`config.mk`:
```
export PLATFORM = sky130hd
export DESIGN_NAME = regfile_operand_stage
export DESIGN_NICKNAME = d
export VERILOG_FILES = /design/src/rtl/regfile_operand_stage.sv
export SDC_FILE = /design/constraint.sdc
export NUM_CORES = 2
export LEC_CHECK = 0
export BUFFER_PORTS_ARGS = -buffer_cell sky130_fd_sc_hd__buf_4
export CAP_MARGIN = 20
export CORE_ASPECT_RATIO = 0.5
export CORE_MARGIN = 2
export CORE_UTILIZATION = 55
export DETAILED_ROUTE_END_ITERATION = 8
export PLACE_DENSITY = 0.81
export SLEW_MARGIN = 20
export SYNTH_ARGS = -nofsm -noshare
export SYNTH_HDL_FRONTEND = slang
export SYNTH_SLANG_ARGS = --single-unit
```
`constraint.sdc`:
```
create_clock -name clk -period 1.9 [get_ports clk]
set_input_delay 0.095 -clock clk [delete_from_list [all_inputs] [get_ports clk]]
set_output_delay 0.095 -clock clk [all_outputs]
set_load 0.005 [all_outputs]
```
`src/rtl/regfile_operand_stage.sv`:
```
// regfile_operand_stage
//   32-entry register file (r0 hardwired to zero) with a registered operand
//   latch feeding the ALU A/B inputs. One read request and one write-back are
//   accepted every cycle.
//
//   Optional build macro: REGFILE_BYPASS_EN
//     defined   - same-edge read of the register being written returns wr_data
//     undefined - same-edge read returns the pre-write contents
//
// Ports
//   clk       in   clock, all state updates on rising edge
//   rst       in   synchronous active-high reset (clears registers and outputs)
//   rd_en     in   launch an operand read this cycle
//   rs_addr   in   source register for operand A
//   rt_addr   in   source register for operand B
//   A_out     out  registered operand A
//   B_out     out  registered operand B
//   rd_valid  out  A_out/B_out loaded by the previous cycle's rd_en
//   we        in   write enable
//   wr_addr   in   destination register (writes to 0 are discarded)
//   wr_data   in   write-back data
module regfile_operand_stage #(
  parameter int DATA_W = 32,
  parameter int ADDR_W = 5
) (
  input  logic              clk,
  input  logic              rst,
  input  logic              rd_en,
  input  logic [ADDR_W-1:0] rs_addr,
  input  logic [ADDR_W-1:0] rt_addr,
  output logic [DATA_W-1:0] A_out,
  output logic [DATA_W-1:0] B_out,
  output logic              rd_valid,
  input  logic              we,
  input  logic [ADDR_W-1:0] wr_addr,
  input  logic [DATA_W-1:0] wr_data
);

  localparam int unsigned DEPTH = 1 << ADDR_W;

  logic [DATA_W-1:0] regs [DEPTH];
  logic [DATA_W-1:0] a_next;
  logic [DATA_W-1:0] b_next;
  logic              wr_ok;

  assign wr_ok = we && (wr_addr != '0);

  // Operand selection; the r0 check makes zero reads independent of storage.
  always_comb begin
    a_next = (rs_addr == '0) ? '0 : regs[rs_addr];
    b_next = (rt_addr == '0) ? '0 : regs[rt_addr];
`ifdef REGFILE_BYPASS_EN
    // Write-first forwarding; wr_ok already excludes address 0.
    if (wr_ok && (wr_addr == rs_addr)) a_next = wr_data;
    if (wr_ok && (wr_addr == rt_addr)) b_next = wr_data;
`endif
  end

  always_ff @(posedge clk) begin
    if (rst) begin
      regs     <= '{default: '0};
      A_out    <= '0;
      B_out    <= '0;
      rd_valid <= 1'b0;
    end else begin
      if (wr_ok) regs[wr_addr] <= wr_data;
      rd_valid <= rd_en;
      if (rd_en) begin
        A_out <= a_next;
        B_out <= b_next;
      end
    end
  end

endmodule

```
# Word level (Yosys, flattened, before mapping)
# Cells that the tools add are included.
dict set report word_totals {
  inputBits 51
  output_inout_bits 65
  wordCells 58
  ff_bits 1089
}
dict set report classes {
  n_bitwise 3
  mux 11
  order_cmp 4
  reduce_logical 5
}
# op n
set op_table {}
lappend op_table {{bitwise mux 1024 bit} 1}
lappend op_table {{binary-select mux 32 bit (select 5 bit)} 2}
lappend op_table {{two-way mux 32 bit} 7}
lappend op_table {{demux 32 bit (select 5 bit)} 1}
lappend op_table {{>= comparator 6 bit, second input constant} 3}
lappend op_table {{NOT 5 -> 6 bit} 3}
lappend op_table {{logical NOT 5 bit} 2}
lappend op_table {{less-than comparator 6 x 1 -> 1 bit, second input constant} 1}
lappend op_table {{nonzero test 5 bit} 1}
lappend op_table {{logical AND 1 bit} 2}

# Longest topological paths before layout
dict set report depth {
  ltp_word 6
  mapped_depth 8
}

# Least setup slack after synthesis
# OpenSTA, ideal clock, no wires.
dict set report synth_path {
  path_kind {in2reg}
  start {input port rt_addr[0]}
  end {register B_out[13]}
  cell_stages 6
  required_time_ns 1.764
  setup_time_ns 0.136
  slack_ns 0.240
  arrival_time_ns 1.524
  path_cell_list {buf_4 > buf_6 > buf_2 > mux4_2 > a21oi_1 > o311ai_1}
}
dict set report synth_via {
  elab_chain_cells 5
  word_cells_on_any_way 6
  cone_classes {mux: 4; bitwise: 1; reduce/logical: 1}
}
# element line
set synth_lines {}
lappend synth_lines {{from (decl)} 30} ;# input logic [ADDR_W-1:0] rt_addr,
lappend synth_lines {{NOT 5 -> 6 bit (implied by the code)} 51} ;# b_next = (rt_addr == '0) ? '0 : regs[rt_addr];
lappend synth_lines {{binary-select mux 32 bit (select 5 bit)} 51}
lappend synth_lines {{two-way mux 32 bit (implied by the code) (2 in series)} 51}
lappend synth_lines {{two-way mux 32 bit *} 51}
lappend synth_lines {{to (signal assigned)} 70} ;# B_out <= b_next;
lappend synth_lines {{to (decl)} 32} ;# output logic [DATA_W-1:0] B_out,
# Every way passes the cells marked *; elsewhere a longest branch is shown, timed or not. The select of a mux whose other input is x is not followed.
# A chain may end at the register's enable or synchronous reset.

# Worst setup path in the final report
dict set report layout_path {
  start {input port rt_addr[2]}
  end {register B_out[10]}
}
# Same word-level chain as after synthesis.

==> impl_metrics.json <==
{
  "fp.dieW_um": 447,
  "r2r-start": "regs[272]",
  "timing.critical_path.from_type": "input port",
  "synth-seq-cells": 1089,
  "timing.final.max_slew_violations": 0,
  "routability_congestion_estimate_from_global_placement": 0.970,
  "rr_worst_depth": 4,
  "timing.hold.worst.class": "input port to flip-flop",
  "clkTransAtPathRegs_ps": 60,
  "cts_buffers": 99,
  "drc_errors": 3,
  "clk_root_buffer_cell": "clkbuf_16",
  "worst_min_delay_path_endpoint": "regs[897]",
  "place.detailed.instances": 7224,
  "synthesis.nets": 6166,
  "rsz0062_at_grt": "no",
  "critical_path_arrival_ps": 2450,
  "firstDrtPassIters": 9,
  "period_share_pct": 99.3,
  "ios": 116,
  "antenna_violations_before_repair": 10,
  "critPathMostFrequentCell": "buf_12",
  "htreeDepth": 3,
  "leakage_uw": 0.0207,
  "vias_per_cell": 6.95,
  "worstPathCellList": "dlygate4sd3_1, buf_8, buf_12, buf_12, mux4_2, mux2i_1, or2_2, o311ai_1",
  "grt_pass1_vias": 50100,
  "violations": "design-rule violations",
  "most-common-layout-cells": "nand2_1 (2012), dfxtp_1 (1089), a21oi_1 (1074), mux4_2 (384), mux2i_1 (358)",
  "ys_seq_area_share_pct": 40.5,
  "floorplan.rows": 81,
  "status": "finished, violations left",
  "min-delay-start": "wr_addr[3]",
  "timing_worst_slew_pin_value_ps": 1260,
  "initial_cell_density_of_the_core_pct": 55.3,
  "dieHeight_um": 225,
  "design.core.area_um2": 97400,
  "die_outline_area_um2": 101000,
  "synth.lib_cells_used.distinct": 37,
  "dr.first_iter.drc_count": 9783,
  "fmaxAchievable_ghz": 0.530,
  "power.density_cell_area_nw_per_um2": 793,
  "final-hold-violation-count": 0,
  "worstHoldPathCells": 5,
  "placed_cell_area_um2": 57500,
  "max_cap_viols": 0,
  "drt_wl_total_um": 207000,
  "critical_path.top_delay_family": "buffers and inverters",
  "synth_area_um2": 53900,
  "final_antenna_net_count": 0,
  "regToRegSetupSlack_ps": 100,
  "clock_period_minus_final_worst_setup_slack_ps": 1890,
  "clk-insertion-delay-late_ps": 730,
  "finalSetupViolCount": 0,
  "grt_remaining_overflow": 0,
  "worst_path_largest_cell_delay_ps": 560,
  "layout.cells.most_common": "nand2_1",
  "critical_path_data_required_time_ps": 2470,
  "dpl.hpwl_um": 127000,
  "final-instance-count-excl-fill": 7442,
  "final_area_um2": 61200,
  "yosysWarnings": 0,
  "slowest_cell_on_the_critical_path": "dlygate4sd3_1",
  "place.port_buffers": 115,
  "post_cts_buffers": 0,
  "ctsLongestPathBuffers": 3,
  "maxSlewHeadroom_pct": 16.2,
  "critPathKind": "input port to flip-flop",
  "crit_path_max_fanout": 29,
  "regToRegEndpoint": "A_out[16]",
  "syn_area_per_cell_um2": 8.81,
  "drive_gt1_share_pct": 17.3,
  "post_drt_wl_per_cell_um": 27.9,
  "timing.critical_path.buf_inv": 4,
  "postSynthCellCount": 6115,
  "largest_net_degree_at_the_start_of_global_routing": 232,
  "sink_count": 1089,
  "final_util_pct": 62.8,
  "route.vias.total": 51700,
  "globalRouteTotalUtil_pct": 40.1,
  "cts_tree": "yes",
  "layout_stage_area_growth_over_the_synthesis_result_pct": 13.5,
  "grt_pass1_wl_um": 305000,
  "tns_ps": 0,
  "total_power_uw": 48500,
  "power.ir.vdd_worst_uv": 746,
  "fin_worst_skew_ps": 18.1,
  "finish.net_count": 6083,
  "worst_setup_path_end_kind": "flip-flop"
}
Yosys cell counts:
cell type	number	area share, %
nand2_1	2012	14
dfxtp_1	1089	40
a21oi_1	1075	10
clkbuf_1	423	2.9
mux4_2	384	16
mux2i_1	358	6.7
buf_2	136	1.3
a22oi_1	128	1.8
nor2b_1	67	0.78
o311ai_1	66	1.1
or2_2	50	0.58
and2_1	48	0.56
a32o_1	45	0.84
buf_4	34	0.47
buf_1	33	0.23
a211oi_1	26	0.36
nor2_1	25	0.17
a21boi_1	22	0.31
and3_1	20	0.23
a221oi_1	14	0.23
or2_1	14	0.16
buf_6	8	0.17
and4bb_2	6	0.14
a221oi_2	5	0.14
a21boi_0	4	0.056
nand2b_1	4	0.046
and4b_1	3	0.056
nand4b_1	3	0.049
and3b_1	2	0.033
nand3b_1	2	0.028
nand4bb_1	2	0.042
nor3_1	2	0.019
nand3_1	1	0.0093
nand4_1	1	0.012
nor3_2	1	0.019
nor4b_2	1	0.028
or2_0	1	0.012
layer usage:
metal / share of wire (%) / global-route usage, %
met3: 16 / 14.5
met5: 0.087 / 0.673
met1: 33 / 48.2
met4: 9.2 / 31.8
met2: 42 / 58.1
kinds of logic (layout without fill, tap and decap cells):
family,count (synthesis),in the layout,share of synthesized area (%)
AO/OA/AOI/OAI,1385,1385,14.8
AND/OR/NAND/NOR,2265,2265,17.0
multiplexers,742,742,22.7
other,0,3,0
buffers and inverters,634,630,5.08
flip-flops,1089,1089,40.5
worst min-delay path: cells and delay by family:
family                 cells  cell delay, ps
AO/OA/AOI/OAI              1              60
AND/OR/NAND/NOR            2             170
buffers and inverters      2             390
final cells by class:
class,instances,area [µm²]
flip-flops and latches,1089,21800
well taps,1328,1660
clock buffers,137,2820
diodes,3,7.51
multi-input cells,4392,29500
repair buffers,450,4890
clock inverters,43,459
fillers,7325,36200
flip-flops by register name (all words and copies together), names as in the netlist:
name / count
A_out: 32
regs: 1024
rd_valid: 1
B_out: 32
how the worst max path moves through the flow:
| stage | startpoint | end | slack (ps) | depth (start not counted) |
|---|---|---|---|---|
| global route | rt_addr[2] | B_out[31] | 30 | 8 |
| detailed placement | rt_addr[0] | B_out[26] | -370 | 6 |
| global placement | rt_addr[0] | B_out[26] | -300 | 6 |
| CTS | regs[281] | A_out[25] | 100 | 4 |
| floorplan | rt_addr[0] | B_out[13] | 240 | 6 |
| finish | rt_addr[2] | B_out[10] | 10 | 8 |
power breakdown:
part	internal [µW]	total (µW)	switching, µW
sequential	23000	23300	232
clock	11400	20800	9450
combinational	1600	4430	2830
total	36000	48500	12500
per-stage QoR:
step	hold WS, ps	worst slack (ps)
2_1_floorplan	212	240
3_3_place_gp	448	-303
3_5_place_dp	457	-366
4_1_cts	23.1	97.0
5_1_grt	47.1	32.4
6_report	64.4	13.5
what timing repair did:
action / in CTS / in global routing
setup endpoints to repair: 1 / 4
hold buffers: 35 / 0
hold endpoints to repair: 995 / 0
gates resized for setup: 1 / 4
(Power assumes the default switching activity.)
